===== src/rtl/outport_hex_display.sv =====
// outport_hex_display: double-buffered 8-digit hex viewer for the CPU outport, scanned on common-anode 7-seg displays.
// Optional macro LEADING_ZERO_BLANK_EN blanks digits above the most significant non-zero nibble.
module outport_hex_display #(
    parameter int CLK_DIV    = 4,
    parameter int NUM_DIGITS = 8
) (
    input  logic                  clk,
    input  logic                  clr,
    input  logic [31:0]           outport_Data,
    input  logic                  outport_write,
    output logic [NUM_DIGITS-1:0] anode_n,
    output logic [6:0]            seg_n,
    output logic                  frame_done,
    output logic                  pending
);
    localparam int DW = (CLK_DIV > 1) ? $clog2(CLK_DIV) : 1;
    localparam int GW = $clog2(NUM_DIGITS);

    typedef enum logic {IDLE, SCAN} state_t;

    state_t                state_q, state_d;
    logic [31:0]           shadow_q, shadow_d, disp_q, disp_d;
    logic                  pend_q, pend_d, fdone_q, fdone_d;
    logic [DW-1:0]         div_q, div_d;
    logic [GW-1:0]         dig_q, dig_d;
    logic [NUM_DIGITS-1:0] anode_q, anode_d;
    logic [6:0]            seg_q, seg_d;
    logic                  last_div, boundary;
    logic [3:0]            nib;
`ifdef LEADING_ZERO_BLANK_EN
    logic [GW-1:0]         msd;
`endif

    function automatic logic [6:0] hex7(input logic [3:0] n);
        case (n)
            4'h0: hex7 = 7'h40;
            4'h1: hex7 = 7'h79;
            4'h2: hex7 = 7'h24;
            4'h3: hex7 = 7'h30;
            4'h4: hex7 = 7'h19;
            4'h5: hex7 = 7'h12;
            4'h6: hex7 = 7'h02;
            4'h7: hex7 = 7'h78;
            4'h8: hex7 = 7'h00;
            4'h9: hex7 = 7'h10;
            4'hA: hex7 = 7'h08;
            4'hB: hex7 = 7'h03;
            4'hC: hex7 = 7'h46;
            4'hD: hex7 = 7'h21;
            4'hE: hex7 = 7'h06;
            default: hex7 = 7'h0E;
        endcase
    endfunction

    always_comb begin
        state_d  = state_q;
        disp_d   = disp_q;
        pend_d   = pend_q;
        div_d    = div_q;
        dig_d    = dig_q;
        shadow_d = outport_write ? outport_Data : shadow_q;
        last_div = div_q == DW'(CLK_DIV - 1);
        boundary = last_div && dig_q == GW'(NUM_DIGITS - 1);
        nib      = disp_q[{dig_q, 2'b00} +: 4];
        if (state_q == IDLE) begin
            if (pend_q) begin
                disp_d  = shadow_q;
                pend_d  = 1'b0;
                div_d   = '0;
                dig_d   = '0;
                state_d = SCAN;
            end
        end else begin
            div_d = last_div ? '0 : div_q + DW'(1);
            dig_d = boundary ? '0 : (last_div ? dig_q + GW'(1) : dig_q);
            if (boundary && pend_q) begin
                disp_d = shadow_q;
                pend_d = 1'b0;
            end
        end
        // a write on the load edge re-arms pending: the new value shows a frame later
        if (outport_write) pend_d = 1'b1;
        fdone_d = state_q == SCAN && boundary;
        anode_d = state_q == SCAN ? ~(NUM_DIGITS'(1) << dig_q) : '1;
        seg_d   = state_q == SCAN ? hex7(nib) : 7'h7F;
`ifdef LEADING_ZERO_BLANK_EN
        msd = '0;
        for (int i = 0; i < NUM_DIGITS; i++)
            if (disp_q[4*i +: 4] != 4'h0) msd = GW'(i);
        if (dig_q > msd) seg_d = 7'h7F;
`endif
    end

    always_ff @(posedge clk or posedge clr) begin
        if (clr) begin
            state_q  <= IDLE;
            shadow_q <= '0;
            disp_q   <= '0;
            pend_q   <= 1'b0;
            div_q    <= '0;
            dig_q    <= '0;
            fdone_q  <= 1'b0;
            anode_q  <= '1;
            seg_q    <= 7'h7F;
        end else begin
            state_q  <= state_d;
            shadow_q <= shadow_d;
            disp_q   <= disp_d;
            pend_q   <= pend_d;
            div_q    <= div_d;
            dig_q    <= dig_d;
            fdone_q  <= fdone_d;
            anode_q  <= anode_d;
            seg_q    <= seg_d;
        end
    end

    assign anode_n    = anode_q;
    assign seg_n      = seg_q;
    assign frame_done = fdone_q;
    assign pending    = pend_q;
endmodule


===== config.mk =====
export PLATFORM = sky130hd
export DESIGN_NAME = outport_hex_display
export DESIGN_NICKNAME = d
export VERILOG_FILES = /design/src/rtl/outport_hex_display.sv
export SDC_FILE = /design/constraint.sdc
export NUM_CORES = 1
export LEC_CHECK = 0
export ABC_AREA = 1
export CAP_MARGIN = 20
export CORE_MARGIN = 1
export CORE_UTILIZATION = 30
export DETAILED_ROUTE_END_ITERATION = 12
export PLACE_DENSITY = 0.61
export SLEW_MARGIN = 30
export SYNTH_ARGS = -nofsm -noshare
export SYNTH_HDL_FRONTEND = slang
export SYNTH_SLANG_ARGS = --single-unit

===== constraint.sdc =====
create_clock -name clk -period 3.5 [get_ports clk]
set_input_delay 0.7 -clock clk [delete_from_list [all_inputs] [get_ports clk]]
set_output_delay 0.7 -clock clk [all_outputs]
set_load 0.05 [all_outputs]

==> results.cfg <==
[detailed_routing]
vias = 2885
drt_iter0_markers = 135
postRouteAntennaNets = 0
viasPerCell = 4.26
drt_pass1_iterations = 6
drc = 0
wire_per_inst_um = 10.9
routed_wl_um = 7390

[sta]
relSlewSlack_pct = 41.9
finalSetupViolCount = 0
drv_slew = 0
skew_ns = 0.00457
period_share_pct = 67.1
period_needed_ns = 2.35
fin_setup_tns_ns = 0
tightest_slew_ns = 0.872
hold_viol_final = 0
max_freq_mhz = 426
rsz0062_at_grt = false

[placed_design]
port_buffers = 51
hpwl_um = 5270
gp_congestion = 0.828
dp.cells = 661

[worst_hold_path]
hold_class = reg2reg

[cells_and_area]
nets = 544
layout-drive-gt1-share_pct = 14.2
area_growth_syn_to_layout_pct = 24.6
final_cells = 677
antenna_cells = 0
final_cell_mix = nand2_1, dfrtp_1, inv_1
final_common_cell = nand2_1

[critical_path]
path_buf_inv = 1
crit_path_end_kind = output port
slowest_delay_ns = 0.80
path_class = reg2out
crit_arrival_ns = 1.65
cpMaxStageDelayCell = clkdlybuf4s50_1
worst_ep_required_time_ns = 2.80
path_cells = clkdlybuf4s50_1
cp_max_fo = 1
cpLargestDelayFamily = buffers and inverters
critPathLaunchType = flip-flop

[clock_tree]
postCtsSetupBuffers = 0
cts-root-buf = clkbuf_16
cts.reportedPaths.clkPinSlew_ns = 0.06
cts_resized = 0
cts_max_level = 3
cts_tree = yes
clk_path_buf_depth = 2
clock_latency_ns = 0.34
cts.sinks = 87
cts_buffers = 9
ctsHoldBuffers = 0

[floorplanning]
initial_core_util_pct = 30.6
num_rows = 42
die_w_um = 118
fp.dieH_um = 118
pin_count = 52
dieArea_mm2 = 0.0139
coreArea_mm2 = 0.0132

[power]
powerDensity_mw_per_mm2 = 903
vdd_ir_drop_max_v = 0.000332
leakagePower_nw = 2.42

[yosys]
ys_warn_count = 0
netlist_area_mm2 = 0.00404
syn_inst = 451
syn_area_per_cell_um2 = 8.95
synth_fp_nets = 499
synthDistinctLibCells = 26
ys_seq_area_share_pct = 54.4
synth-seq-cells = 87

[grt]
grt_usage_pct = 11.9
grt_max_degree = 88
grt-ovfl-total = 0
grt_pass1_wl_um = 13300
grt_pass1_vias = 2974
antenna_found_initial = 0

[run_status]
status = finished clean

[job]
drv_cap = 0
-- cells in the mapped netlist --
cell type | number | area [µm²]
buf_8 | 1 | 15.0
buf_6 | 3 | 33.8
buf_4 | 1 | 7.51
buf_1 | 1 | 3.75
inv_2 | 3 | 11.3
nand2_4 | 2 | 22.5
nor2_1 | 8 | 30.0
dfstp_2 | 15 | 394
o21ai_0 | 66 | 330
ha_1 | 13 | 163
buf_2 | 4 | 20.0
nand2_1 | 119 | 447
inv_4 | 1 | 6.26
nand2_2 | 10 | 62.6
dfrtp_1 | 72 | 1800
nand3_1 | 30 | 150
o211ai_1 | 1 | 7.51
nand3_4 | 2 | 35.0
o32ai_1 | 1 | 8.76
a22o_1 | 1 | 8.76
inv_8 | 1 | 11.3
a21oi_1 | 1 | 5.00
nand3_2 | 16 | 160
inv_1 | 68 | 255
clkbuf_1 | 10 | 37.5
a31o_2 | 1 | 8.76
-- cells by family (layout without fill, tap and decap cells) --
logic type | after synthesis | after routing | share of synthesized area [%]
DFF | 87 | 87 | 54.4
and+or+nand+nor | 187 | 187 | 22.5
buffers and inverters | 93 | 143 | 9.95
adders and majority gates | 13 | 13 | 4.03
AOI/OAI and AO/OA | 71 | 71 | 9.14
-- layer usage --
| layer | share of wire, % | up-vias | routed length (µm) | track usage, % |
|---|---|---|---|---|
| met2 | 46 | 53 | 3380 | 19.5 |
| li1 | - | 1500 | - | - |
| met4 | 1.2 | 0 | 87 | 4.57 |
| met1 | 49 | 1326 | 3620 | 14.6 |
| met3 | 4.0 | 6 | 296 | 3.78 |
| met5 | 0 | - | 0 | 0 |
-- worst paths after layout --
check,slack (ns),depth (start not counted),from,endpoint
hold reg to reg,0.49,2,disp_q[23]$_DFFE_PP0P_,disp_q[23]$_DFFE_PP0P_
setup reg to reg,1.38,8,dig_q[1]$_DFFE_PP0P_,disp_q[15]$_DFFE_PP0P_
min in group asynchronous,0.79,3,clr,frame_done$_DFF_PP0_
hold / removal,0.49,2,disp_q[23]$_DFFE_PP0P_,disp_q[23]$_DFFE_PP0P_
setup / recovery,1.15,1,seg_n[5]$_DFF_PP1_,seg_n[5]
max in group asynchronous,2.35,3,clr,seg_n[4]$_DFF_PP1_
-- sequential cells by signal, summed over array words and instances (netlist names) --
signal and flops:
disp_q 32, shadow_q 32, anode_n 8, seg_n 7
dig_q 3, div_q 2, frame_done 1, pending 1
state_q 1
-- power breakdown --
part	internal [W]	switching [W]	total (W)	leakage, nW
clock	0.000716	0.000375	0.00109	0.162
combinational	0.000683	0.00119	0.00188	1.21
sequential	0.00137	0.000198	0.00157	1.04
total	0.00277	0.00177	0.00454	2.42
-- stage by stage --
step                      power (W)  area (µm²)  setup slack (ns)  hold slack (ns)  util, %
final                       0.00454        5030              1.15            0.489     38.1
after global routing        0.00492        5030              1.11            0.519     38.1
after CTS                   0.00459        5030              1.13            0.485     38.1
after detailed placement    0.00348        4680              1.38            0.473     35.5
after global placement      0.00343        4680              1.50            0.459     35.5
after floorplan             0.00305        4040             0.575            0.446        -
-- area by class of cell --
type	count	area, µm²
clock inverter	5	105
clock buffer	11	243
fill	1320	8160
multi-input combinational	271	1440
tap	176	220
inverter	73	285
sequential	87	2200
timing repair buffer	54	541
Note: power is estimated with default switching activity, not from simulation.
